**config.mk**
```make
export PLATFORM = sky130hd
export DESIGN_NAME = flop_delay_elastic
export DESIGN_NICKNAME = d
export VERILOG_FILES = /design/src/rtl/router_pkg.sv /design/src/rtl/flop_delay_stage.sv /design/src/rtl/flop_delay_elastic.sv
export SDC_FILE = /design/constraint.sdc
export NUM_CORES = 1
export LEC_CHECK = 0
export CAP_MARGIN = 25
export CELL_PAD_IN_SITES_DETAIL_PLACEMENT = 0
export CELL_PAD_IN_SITES_GLOBAL_PLACEMENT = 1
export CORE_MARGIN = 3
export CORE_UTILIZATION = 36
export DETAILED_ROUTE_END_ITERATION = 7
export PLACE_DENSITY_LB_ADDON = 0.12
export SYNTH_ARGS = -nofsm -noshare
export SYNTH_HDL_FRONTEND = slang
export SYNTH_HIERARCHICAL = 1
export SYNTH_SLANG_ARGS = --single-unit
```
**constraint.sdc**
```tcl
create_clock -name clk -period 2.4 [get_ports clk]
set_clock_uncertainty 0.15 [all_clocks]
set_input_delay 0.48 -clock clk [delete_from_list [all_inputs] [get_ports clk]]
set_output_delay 0.48 -clock clk [all_outputs]
set_load 0.01 [all_outputs]
```
**src/rtl/router_pkg.sv**
```systemverilog
`default_nettype none
// ============================================================================
// Module      : router_pkg
// Description : Shared helpers for router datapath blocks.
// Revision    : 1.0 - initial release
// ============================================================================
package router_pkg;

    // Ceiling log2 with a floor of 1, so that a counter sized from it is never
    // zero bits wide (e.g. an occupancy count for a pipeline of depth 0).
    function automatic int clog2_min1(input int n);
        int w;
        w = $clog2(n);
        return (w < 1) ? 1 : w;
    endfunction

endpackage : router_pkg
`default_nettype wire

```
**src/rtl/flop_delay_stage.sv**
```systemverilog
`default_nettype none
// ============================================================================
// Module      : flop_delay_stage
// Description : One valid/data register slice of the elastic delay line.
//               Accepts whenever the slice is empty or the downstream side
//               is taking the current beat, which collapses bubbles.
// Revision    : 1.0 - initial release
// ============================================================================
module flop_delay_stage #(
    parameter int WIDTH = 8
) (
    input  logic             clk,
    input  logic             rst_n,
    input  logic             flush,
    input  logic             up_valid,
    input  logic [WIDTH-1:0] up_data,
    output logic             up_ready,
    output logic             dn_valid,
    output logic [WIDTH-1:0] dn_data,
    input  logic             dn_ready
);

    logic             valid_d;
    logic             valid_q;
    logic [WIDTH-1:0] data_d;
    logic [WIDTH-1:0] data_q;

    // Ready toward the producer; flush forces it high so nobody upstream
    // stalls while the line is being cleared.
    assign up_ready = flush | ~valid_q | dn_ready;
    assign dn_valid = valid_q;
    assign dn_data  = data_q;

    // Next-state: flush empties the slice, otherwise load when ready. The
    // payload register only moves on a valid beat so bubbles do not toggle it.
    always_comb begin
        valid_d = valid_q;
        data_d  = data_q;
        if (flush) begin
            valid_d = 1'b0;
        end else if (up_ready) begin
            valid_d = up_valid;
            if (up_valid) begin
                data_d = up_data;
            end
        end
    end

    // Slice registers with asynchronous clear.
    always_ff @(posedge clk or negedge rst_n) begin
        if (!rst_n) begin
            valid_q <= 1'b0;
            data_q  <= '0;
        end else begin
            valid_q <= valid_d;
            data_q  <= data_d;
        end
    end

endmodule : flop_delay_stage
`default_nettype wire

```
**src/rtl/flop_delay_elastic.sv**
```systemverilog
`default_nettype none
// ============================================================================
// Module      : flop_delay_elastic
// Description : DEPTH-stage elastic register pipeline with valid/ready on
//               both sides, synchronous flush and an occupancy count.
//               DEPTH = 0 collapses to a plain wire.
// Revision    : 1.0 - initial release
// ============================================================================
module flop_delay_elastic
    import router_pkg::*;
#(
    parameter  int WIDTH = 8,
    parameter  int DEPTH = 2,
    localparam int CNT_W = clog2_min1(DEPTH + 1)
) (
    input  logic             clk,
    input  logic             rst_n,
    input  logic             flush,
    input  logic             i_valid,
    output logic             i_ready,
    input  logic [WIDTH-1:0] i_data,
    output logic             o_valid,
    input  logic             o_ready,
    output logic [WIDTH-1:0] o_data,
    output logic [CNT_W-1:0] count
);

    generate
        if (DEPTH == 0) begin : g_bypass
            // No storage: handshake and payload pass straight through.
            assign o_valid = i_valid;
            assign o_data  = i_data;
            assign i_ready = o_ready;
            assign count   = '0;
        end else begin : g_pipe
            // Index 0 is the input port, index k is the output of stage k.
            logic [DEPTH:0]   w_valid;
            logic [WIDTH-1:0] w_data [DEPTH+1];
            logic             w_in_fire;
            logic             w_out_fire;
            logic [CNT_W-1:0] count_d;
            logic [CNT_W-1:0] count_q;

            assign w_valid[0] = i_valid;
            assign w_data[0]  = i_data;

            for (genvar k = 1; k <= DEPTH; k++) begin : g_stage
                // Per-stage ready nets keep the ready chain as distinct
                // scalars rather than bits of one shared vector.
                logic w_up_ready;
                logic w_dn_ready;

                if (k == DEPTH) begin : g_last
                    assign w_dn_ready = o_ready;
                end else begin : g_mid
                    assign w_dn_ready = g_stage[k+1].w_up_ready;
                end

                flop_delay_stage #(
                    .WIDTH (WIDTH)
                ) u_stage (
                    .clk      (clk),
                    .rst_n    (rst_n),
                    .flush    (flush),
                    .up_valid (w_valid[k-1]),
                    .up_data  (w_data[k-1]),
                    .up_ready (w_up_ready),
                    .dn_valid (w_valid[k]),
                    .dn_data  (w_data[k]),
                    .dn_ready (w_dn_ready)
                );
            end

            assign i_ready    = g_stage[1].w_up_ready;
            assign o_valid    = w_valid[DEPTH];
            assign o_data     = w_data[DEPTH];
            assign w_in_fire  = i_valid & i_ready;
            assign w_out_fire = o_valid & o_ready;
            assign count      = count_q;

            // Occupancy tracks accepted minus delivered beats; a beat
            // delivered in the flush cycle is gone, so flush simply zeroes it.
            always_comb begin
                count_d = count_q;
                if (flush) begin
                    count_d = '0;
                end else begin
                    count_d = count_q + CNT_W'(w_in_fire) - CNT_W'(w_out_fire);
                end
            end

            // Occupancy register with asynchronous clear.
            always_ff @(posedge clk or negedge rst_n) begin
                if (!rst_n) begin
                    count_q <= '0;
                end else begin
                    count_q <= count_d;
                end
            end
        end
    endgenerate

endmodule : flop_delay_elastic
`default_nettype wire

```
After elaboration in Yosys (flattened, before gate mapping). Cells that the tools add are included.

Add/sub/neg operators: 2. Mux-type cells: 5. Bitwise logic cells: 9. Reductions and logical operators: 4.

Operators with widths (number): 3-bit AND reduction (2); 1-bit 2-to-1 mux (4); 1-bit bitwise OR (4); 2-bit nonzero test (2); 1-bit inverter (3); 2-bit by 1-bit adder with 2-bit output (1); 1-bit AND (2); 2-bit 2-to-1 mux (1); 2-bit by 1-bit subtractor with 2-bit output (1).

Bits in registers: 20. Input bits: 13. Word-level logic and storage cells: 25.

Longest topological paths before layout. Gate-level depths: netlist (run 1).

Depth after elaboration: 8. Depth in mapped cells: 10. Gate-level depth less buffers: 10.

Hierarchy. The synthesis (run 1) kept the hierarchy.

Modules (own cells, without submodules): flop_delay_stage (times used 2, cells each 22, area each 362.8 µm², sequential area each 225.2 µm²); flop_delay_elastic (times used 1, cells each 10, area each 121.4 µm², sequential area each 50.0 µm²).

Worst setup path after synthesis (run 1). Ideal clock, no wire load.

Kind: input -> register. From: in o_ready. To: reg g_pipe.count_q[1], in the netlist count[1]. Setup time: 72 ps. Data arrival time: 2036 ps. Path slack: 142 ps. Cell stages on the path: 10. Buffers on the path: 0. Cells stage by stage: nor2b_4 or2b_1 nor2b_4 or2b_1 nand2_1 ha_1 inv_1 ha_1 xnor3_1 nor2_1.

Cells in the longest elaborated chain, start to end: 6. Elaborated cells on any way between the ends: 7.

RTL lines: start: declaration (RTL line flop_delay_elastic.sv:23) `input logic o_ready,`; 1-bit bitwise OR (RTL line flop_delay_stage.sv:30) `assign up_ready = flush | ~valid_q | dn_ready;`; via g_pipe.g_stage[1].w_dn_ready (RTL line flop_delay_elastic.sv:51) `logic w_dn_ready;`; 1-bit bitwise OR (RTL line flop_delay_stage.sv:30); via i_ready (RTL line flop_delay_elastic.sv:20) `output logic i_ready,`; 1-bit AND (RTL line flop_delay_elastic.sv:77) `assign w_in_fire = i_valid & i_ready;`; 2-bit by 1-bit adder with 2-bit output (RTL line flop_delay_elastic.sv:88) `count_d = count_q + CNT_W'(w_in_fire) - CNT_W'(w_out_fire);`; 2-bit by 1-bit subtractor with 2-bit output (RTL line flop_delay_elastic.sv:88); 2-bit 2-to-1 mux (RTL line flop_delay_elastic.sv:85) `if (flush) begin`; via g_pipe.count_d[1] (RTL line flop_delay_elastic.sv:41) `logic [CNT_W-1:0] count_d;`; end signal: assignment (RTL line flop_delay_elastic.sv:97) `count_q <= count_d;`; end: declaration (RTL line flop_delay_elastic.sv:42) `logic [CNT_W-1:0] count_q;`.

The timed path passes the listed nets, and every way through them passes these cells. A chain may end at the register's enable or synchronous reset.

Worst setup path after layout (run 1).
From: in flush. To: out i_ready.

Cells in the longest elaborated chain, start to end: 3. Elaborated cells on any way between the ends: 4.

RTL lines: start: declaration (RTL line flop_delay_elastic.sv:18) `input logic flush,`; 1-bit bitwise OR (2 in a row) (RTL line flop_delay_stage.sv:30); via g_pipe.g_stage[1].w_dn_ready (RTL line flop_delay_elastic.sv:51); 1-bit bitwise OR (RTL line flop_delay_stage.sv:30); end: declaration (RTL line flop_delay_elastic.sv:20).

The timed path passes the listed nets, and every way through them passes these cells.

==> summary.txt, run 1 <==
Logic synthesis
  – Synthesized net count: 69
  – Most used DFF post-synth: dfrtp_1
  – Post-Syn Area: 847 um^2
  – Post-Synth XOR/XNOR Area: 2.66%
  – Synth cell count leaders: 20 x dfrtp_1, 16 x mux2_2, 5 x nor2_1
  – Post-Synth Simple-Gate Area: 13.6%
  – FF+latch count, synth: 20
  – Largest family of logic cells by synthesized area: multiplexers
  – Compound-Gate Fraction of Synth Area: 0%
  – Netlist cell types: 12
  – Synth area leader: dfrtp_1
  – Adder-Cell Fraction of Synth Area: 2.95%
  – Post-Syn Instances: 54
  – Yosys top cell area share: 59.1%
  – Number of flops mapped to enable cells by yosys: 0
  – Fraction of synthesized area in multiplexers: 21.3%
  – Syn avg cell area: 15.7 um^2
  – Count leader, synth: dfrtp_1
  – Asr flop ratio synth: 100%
  – Synth warn: 6
  – Seq/Total Area, Yosys: 59.1%
  – Top cells by area, synth: dfrtp_1 59%, mux2_2 21%, nor3b_4 4.4%

Floorplanning
  – Die width: 54.5 um
  – Initial cell density of the core: 40.7%
  – Die area: 2970 um^2
  – IO Count: 25
  – Height of the die: 54.5 um
  – Core area: 2080 um^2
  – Cell Rows: 16

STA
  – Fmax: 438 MHz
  – Final worst slack: 0.119 ns
  – RSZ-0062 raised after global routing: no
  – Tmin final: 2.28 ns
  – Final Max Slew Viols: 0
  – Slew @ Worst Pin: 0.558 ns
  – Slew HR: 62.7%
  – Setup Viol. Count Final: 0
  – Final Hold Fails: 0
  – Period utilisation layout: 95.1%

Global routing
  – Tot GR Track Use: 10.8%
  – Largest net degree at the start of global routing: 14
  – Overflow after GRT: 0
  – Vias in the first global route: 518
  – First-pass GRT wire length: 2280 um
  – Initial antenna violation count: 0

Drt
  – Avg WL per Cell: 11.6 um
  – Post-route ant nets: 0
  – Via Count: 524
  – DRT iter0 DRCs: 0
  – Number of remaining DRC errors: 0
  – Routed WL: 1360 um
  – Post-DR vias/cell: 4.48
  – First-pass DRT Iterations: 1

Setup path
  – Cell mode on critical path: or2b_1
  – Critical-path top delay cell: clkdlybuf4s50_1
  – Element type at the critical path start: input pin
  – Critical path arrival: 1.65 ns
  – Crit-path max FO: 2
  – Max incr delay on CP: 0.42 ns
  – CP endpoint kind: output pin
  – Data required, critical path: 1.77 ns
  – Critical path type: input pin to output pin
  – Worst-path cell chain: clkdlybuf4s50_1 > or2b_1 > nor2b_4 > or2b_1 > clkbuf_2

Clocking
  – CTS tree: built
  – Htree depth: 1
  – Clock Sink Count: 20
  – Worst-Skew Late Latency: 0.29 ns
  – Hold_buf cts: 0
  – CTS Buf Count: 3
  – Clock Path Buffers: 2
  – Root Buffer: clkbuf_4
  – Worst-path clk slew: 0.11 ns
  – Post-CTS Setup Bufs: 0

Pwr
  – Total leakage power: 0.535 nW
  – Peak supply drop: 480 uV
  – Power Dens Cells: 768 nW/um^2
  – Final Total Pwr: 942 uW

Final layout
  – Diodes inserted: 0
  – Nets@finish: 106
  – Reg area: 500 um^2
  – Layout Cell Area excl Fill: 1230 um^2
  – FILL cells: 185
  – Layout area overhead: 44.9%
  – Multi-input gate area: 343 um^2
  – Fraction of layout cells with a size suffix above 1: 36.7%

Placed design
  – Area post-placement: 1180 um^2
  – Pre-CTS setup slack: -0.381 ns
  – HPWL after DPL: 1130 um
  – I/O Buffers: 24
  – GPL Wtd Cong: 0.624

Min path
  – Min-Delay Path Class: register to register

Status
  – Outcome: complete, no violations

Run
  – Max_cap viols: 0
area by class of cell:
class / instances / share of cell area (%)
Clock buffer: 3 / 1.83
Clock inverter: 1 / 2.45
Inverter: 1 / 0.306
Multi-Input combinational cell: 33 / 27.9
Sequential cell: 20 / 40.8
Tap cell: 27 / 2.75
Timing Repair Buffer: 32 / 24.0
metrics by stage:
| step | util [%] | TNS (ns) | std cells | hold WS [ns] |
|---|---|---|---|---|
| 6_report | 59.0 | 0 | 117 | 0.364 |
| 5_1_grt | 59.0 | 0 | 117 | 0.382 |
| 4_1_cts | 59.2 | 0 | 117 | 0.369 |
| 3_5_place_dp | 56.7 | -0.870 | 113 | 0.342 |
| 3_3_place_gp | 56.7 | -0.822 | 113 | 0.334 |
| 2_1_floorplan | - | 0 | 54 | 0.0344 |
where the power goes:
group / total [mW] / switching (mW) / internal (mW)
clock network: 0.267 / 0.0984 / 0.169
registers: 0.435 / 0.0321 / 0.403
logic: 0.240 / 0.0786 / 0.162
total: 0.942 / 0.209 / 0.733
kinds of logic (layout without fill, tap and decap cells):
group         after synthesis  in the layout
mux                        16             16
flops                      20             20
fa+ha+maj                   2              2
xor+xnor                    1              1
buf+inv                     1             37
simple gates               14             14
state kept, by name (all words and copies together) (netlist names):
signal and flops:
g_pipe.g_stage.u_stage/dn_data 16, count 2, g_pipe.g_stage.u_stage/dn_valid 2
routing by layer:
| layer | vias to the layer above | track usage, % | share of wire, % |
|---|---|---|---|
| met5 | - | 0 | 0 |
| met4 | 0 | 2.49 | 0 |
| met3 | 0 | 3.27 | 4.9 |
| met2 | 14 | 17.5 | 48 |
| met1 | 255 | 14.0 | 47 |
| li1 | 255 | - | - |
cell usage in the layout, fill, tap and decap left out:
cell and count:
nor2_1 5, inv_1 1, dlygate4sd2_1 1, nor3b_4 2, ha_1 2, bufinv_16 1
nor2b_1 1, nor2b_4 2, clkbuf_4 3, and2_1 1, clkbuf_2 1, buf_4 8
clkdlybuf4s50_1 22, mux2_2 16, dfrtp_1 20, or2b_1 2, xnor3_1 1, nand2_1 1
worst paths after layout:
path,slack (ns),endpoint,depth (start not counted),start
max,0.12,i_ready,5,flush
min,0.36,g_pipe.g_stage[1].u_stage/dn_data[2],1,g_pipe.g_stage[1].u_stage/dn_data[2]
max reg2reg,0.30,count[1],10,g_pipe.g_stage[2].u_stage/dn_valid
min reg2reg,0.36,g_pipe.g_stage[1].u_stage/dn_data[2],1,g_pipe.g_stage[1].u_stage/dn_data[2]
max in group asynchronous,1.19,g_pipe.g_stage[1].u_stage/dn_valid,2,rst_n
min in group asynchronous,0.38,g_pipe.g_stage[2].u_stage/dn_data[6],1,rst_n
worst max-delay path: cells and delay by family:
kind	cells	cell delay (ns)
buffers and inverters	2	0.55
AND/OR/NAND/NOR	3	0.62
timing repair:
action,in CTS,in global routing
pin swaps,0,0
hold endpoints to repair,0,0
resized for setup,3,1
gates cloned,0,0
setup endpoints to repair,1,1
(Power assumes the default switching activity.)
==> run 2, diff against run 1 <==
--- a/config.mk
+++ b/config.mk
@@ -9,8 +9,9 @@
 export CELL_PAD_IN_SITES_DETAIL_PLACEMENT = 0
 export CELL_PAD_IN_SITES_GLOBAL_PLACEMENT = 1
 export CORE_MARGIN = 3
-export CORE_UTILIZATION = 36
+export CORE_UTILIZATION = 33
 export DETAILED_ROUTE_END_ITERATION = 7
+export MAX_ROUTING_LAYER = met4
 export PLACE_DENSITY_LB_ADDON = 0.12
 export SYNTH_ARGS = -nofsm -noshare
 export SYNTH_HDL_FRONTEND = slang
==> constraint.sdc (replaced) <==
create_clock -name clk -period 2 [get_ports clk]
set_clock_uncertainty 0.15 [all_clocks]
set_input_delay 0.4 -clock clk [delete_from_list [all_inputs] [get_ports clk]]
set_output_delay 0.4 -clock clk [all_outputs]
set_load 0.02 [all_outputs]
==> run 2 against run 1 <==
Against the previous run:
- count of clock-buffer cells in the layout grew 1
- global-route usage rose by 0.49 points
- clock power decreased by 30%
- worst setup slack worse by 0.24 ns
- the run now ends with negative setup slack left
- critical path type is now register to output pin
==> summary.txt, run 2 (synthesis results as in run 1) <==
Floorplanning
  – Die area: 3210 um^2 (+8.1%)
  – Initial cell density of the core: 36.5% (-4.1 points)
  – Cell Rows: 17 (+1)
  – Height of the die: 56.7 um (+4.0%)
  – IO Count: 25 (unchanged)
  – Die width: 56.7 um (+4.0%)
  – Core area: 2320 um^2 (+11%)

STA
  – Post-Route Setup TNS: -0.245 ns (-0.245 ns)
  – Final Hold Fails: 0 (unchanged)
  – Period utilisation layout: 106%
  – Fmax: 470 MHz
  – Slew @ Worst Pin: 0.244 ns (-0.314 ns)
  – Slew HR: 83.7% (+21 points)
  – RSZ-0062 raised after global routing: yes
  – Final worst slack: -0.126 ns (-0.245 ns)
  – Setup Viol. Count Final: 3 (+3)
  – Hold WS: 0.283 ns (-0.0802 ns)
  – Final Max Slew Viols: 0 (unchanged)
  – Tmin final: 2.13 ns

Setup path
  – Crit-path leading delay family: simple AND/OR/NAND/NOR gates
  – Max incr delay on CP: 0.37 ns (-0.05 ns)
  – Critical path type: register to output pin
  – Cell mode on critical path: nor2b_4
  – Element type at the critical path start: register
  – Data required, critical path: 1.45 ns (-0.32 ns)
  – Critical-path top delay cell: dfrtp_2
  – Bufs and invs on worst path: 1 (-1)
  – Worst-path cell chain: nor2b_4 > or2b_1 > nor2b_4 > or2b_4 > buf_6
  – Crit-path max FO: 2 (unchanged)
  – CP endpoint kind: output pin
  – Critical path arrival: 1.58 ns (-0.07 ns)

Drt
  – Via Count: 556 (+6.1%)
  – Number of remaining DRC errors: 0 (unchanged)
  – Post-DR vias/cell: 4.67 (+4.3%)
  – First-pass DRT Iterations: 3 (+2)
  – Post-route ant nets: 0 (unchanged)
  – Routed WL: 1500 um (+11%)
  – Avg WL per Cell: 12.6 um (+8.7%)
  – DRT iter0 DRCs: 10 (+10)

Placed design
  – I/O Buffers: 24 (unchanged)
  – GPL Wtd Cong: 0.664 (+6.4%)
  – HPWL after DPL: 1100 um (-2.5%)
  – Area post-placement: 1200 um^2 (+1.6%)
  – Placed cells: 114 (+0.88%)

Global routing
  – Largest net degree at the start of global routing: 21 (+7)
  – Tot GR Track Use: 11.3% (+0.49 points)
  – Initial antenna violation count: 0 (unchanged)
  – Overflow after GRT: 0 (unchanged)
  – Vias in the first global route: 594 (+15%)
  – First-pass GRT wire length: 2640 um (+16%)

Final layout
  – Max reg flops: 16 (unchanged)
  – Non-Filler Instances: 119 (+1.7%)
  – Commonest non-fill, non-tap cell in the layout: clkdlybuf4s50_1
  – Layout Cell Area excl Fill: 1260 um^2 (+2.7%)
  – Layout area overhead: 48.7%
  – Nets@finish: 107 (+0.94%)
  – Fraction of layout cells with a size suffix above 1: 42.9% (+6.2 points)
  – Diodes inserted: 0 (unchanged)
  – Final Core Density: 54.3% (-4.6 points)
  – Most frequent cells in the layout: 21 x clkdlybuf4s50_1, 19 x dfrtp_1, 16 x mux2_2

Clocking
  – Worst-Skew Late Latency: 0.29 ns (about the same)
  – Root Buffer: clkbuf_4
  – Worst-path clk slew: 0.10 ns (about the same)
  – Htree depth: 1 (unchanged)
  – Hold_buf cts: 0 (unchanged)
  – Clock Sink Count: 20 (unchanged)
  – Clock Path Buffers: 2 (unchanged)
  – CTS Buf Count: 3 (unchanged)
  – CTS tree: built

Pwr
  – Peak supply drop: 750 uV (+56%)
  – Power Dens Cells: 834 nW/um^2 (+8.7%)
  – Total leakage power: 0.532 nW (-0.44%)

Status
  – Outcome: finished, violations left
  – Failing checks: negative setup slack

Run
  – Max_cap viols: 0 (unchanged)

Min path
  – Min-Delay Path Class: input pin to async pin
-- run 2: timing repair --
action | CTS | global route
setup buffers | 0 | 1
endpoints found under the hold margin | 0 | 0
pin swaps | 0 | 1
gates cloned | 0 | 0
endpoints found under the setup margin | 3 | 3
gates resized for setup | 8 | 5
-- run 2: stage by stage --
stage          total power, mW  setup slack, ns
3_5_place_dp             0.871           -0.703
2_1_floorplan            0.692           -0.271
4_1_cts                   1.07           -0.143
3_3_place_gp             0.865           -0.703
6_report                  1.05           -0.126
5_1_grt                   1.12           -0.226
-- run 2: cell type report --
| type | count | area, um^2 |
|---|---|---|
| Clock buffer | 4 | 26.3 |
| Timing Repair Buffer | 33 | 319 |
| Fill cell | 200 | 1060 |
| Multi-Input combinational cell | 33 | 374 |
| Tap cell | 28 | 35.0 |
| Sequential cell | 20 | 502 |
| Inverter | 1 | 3.75 |
-- run 2: power by group --
part / total [mW] / switching, mW / internal, mW
logic: 0.341 / 0.140 / 0.200
registers: 0.523 / 0.0389 / 0.484
clock network: 0.188 / 0.110 / 0.0776
total: 1.05 / 0.289 / 0.762
-- run 2: worst paths after layout --
kind | startpoint | to | slack, ns | depth (start not counted)
setup / recovery | g_pipe.g_stage[2].u_stage/dn_valid | i_ready | -0.13 | 5
setup reg to reg | g_pipe.g_stage[2].u_stage/dn_valid | count[1] | -0.09 | 10
min in group clk | g_pipe.g_stage[1].u_stage/dn_data[6] | g_pipe.g_stage[1].u_stage/dn_data[6] | 0.36 | 1
hold / removal | rst_n | g_pipe.g_stage[2].u_stage/dn_valid | 0.28 | 2
max in group asynchronous | rst_n | g_pipe.g_stage[2].u_stage/dn_valid | 1.20 | 2
hold reg to reg | g_pipe.g_stage[1].u_stage/dn_data[6] | g_pipe.g_stage[1].u_stage/dn_data[6] | 0.36 | 1
-- run 2: layer usage --
layer / vias up / global-route usage [%] / routed length [um]
li1: 264 / - / -
met4: 0 / 3.05 / 13
met1: 274 / 13.7 / 612
met2: 16 / 16.8 / 769
met5: - / - / 0
met3: 2 / 5.29 / 105
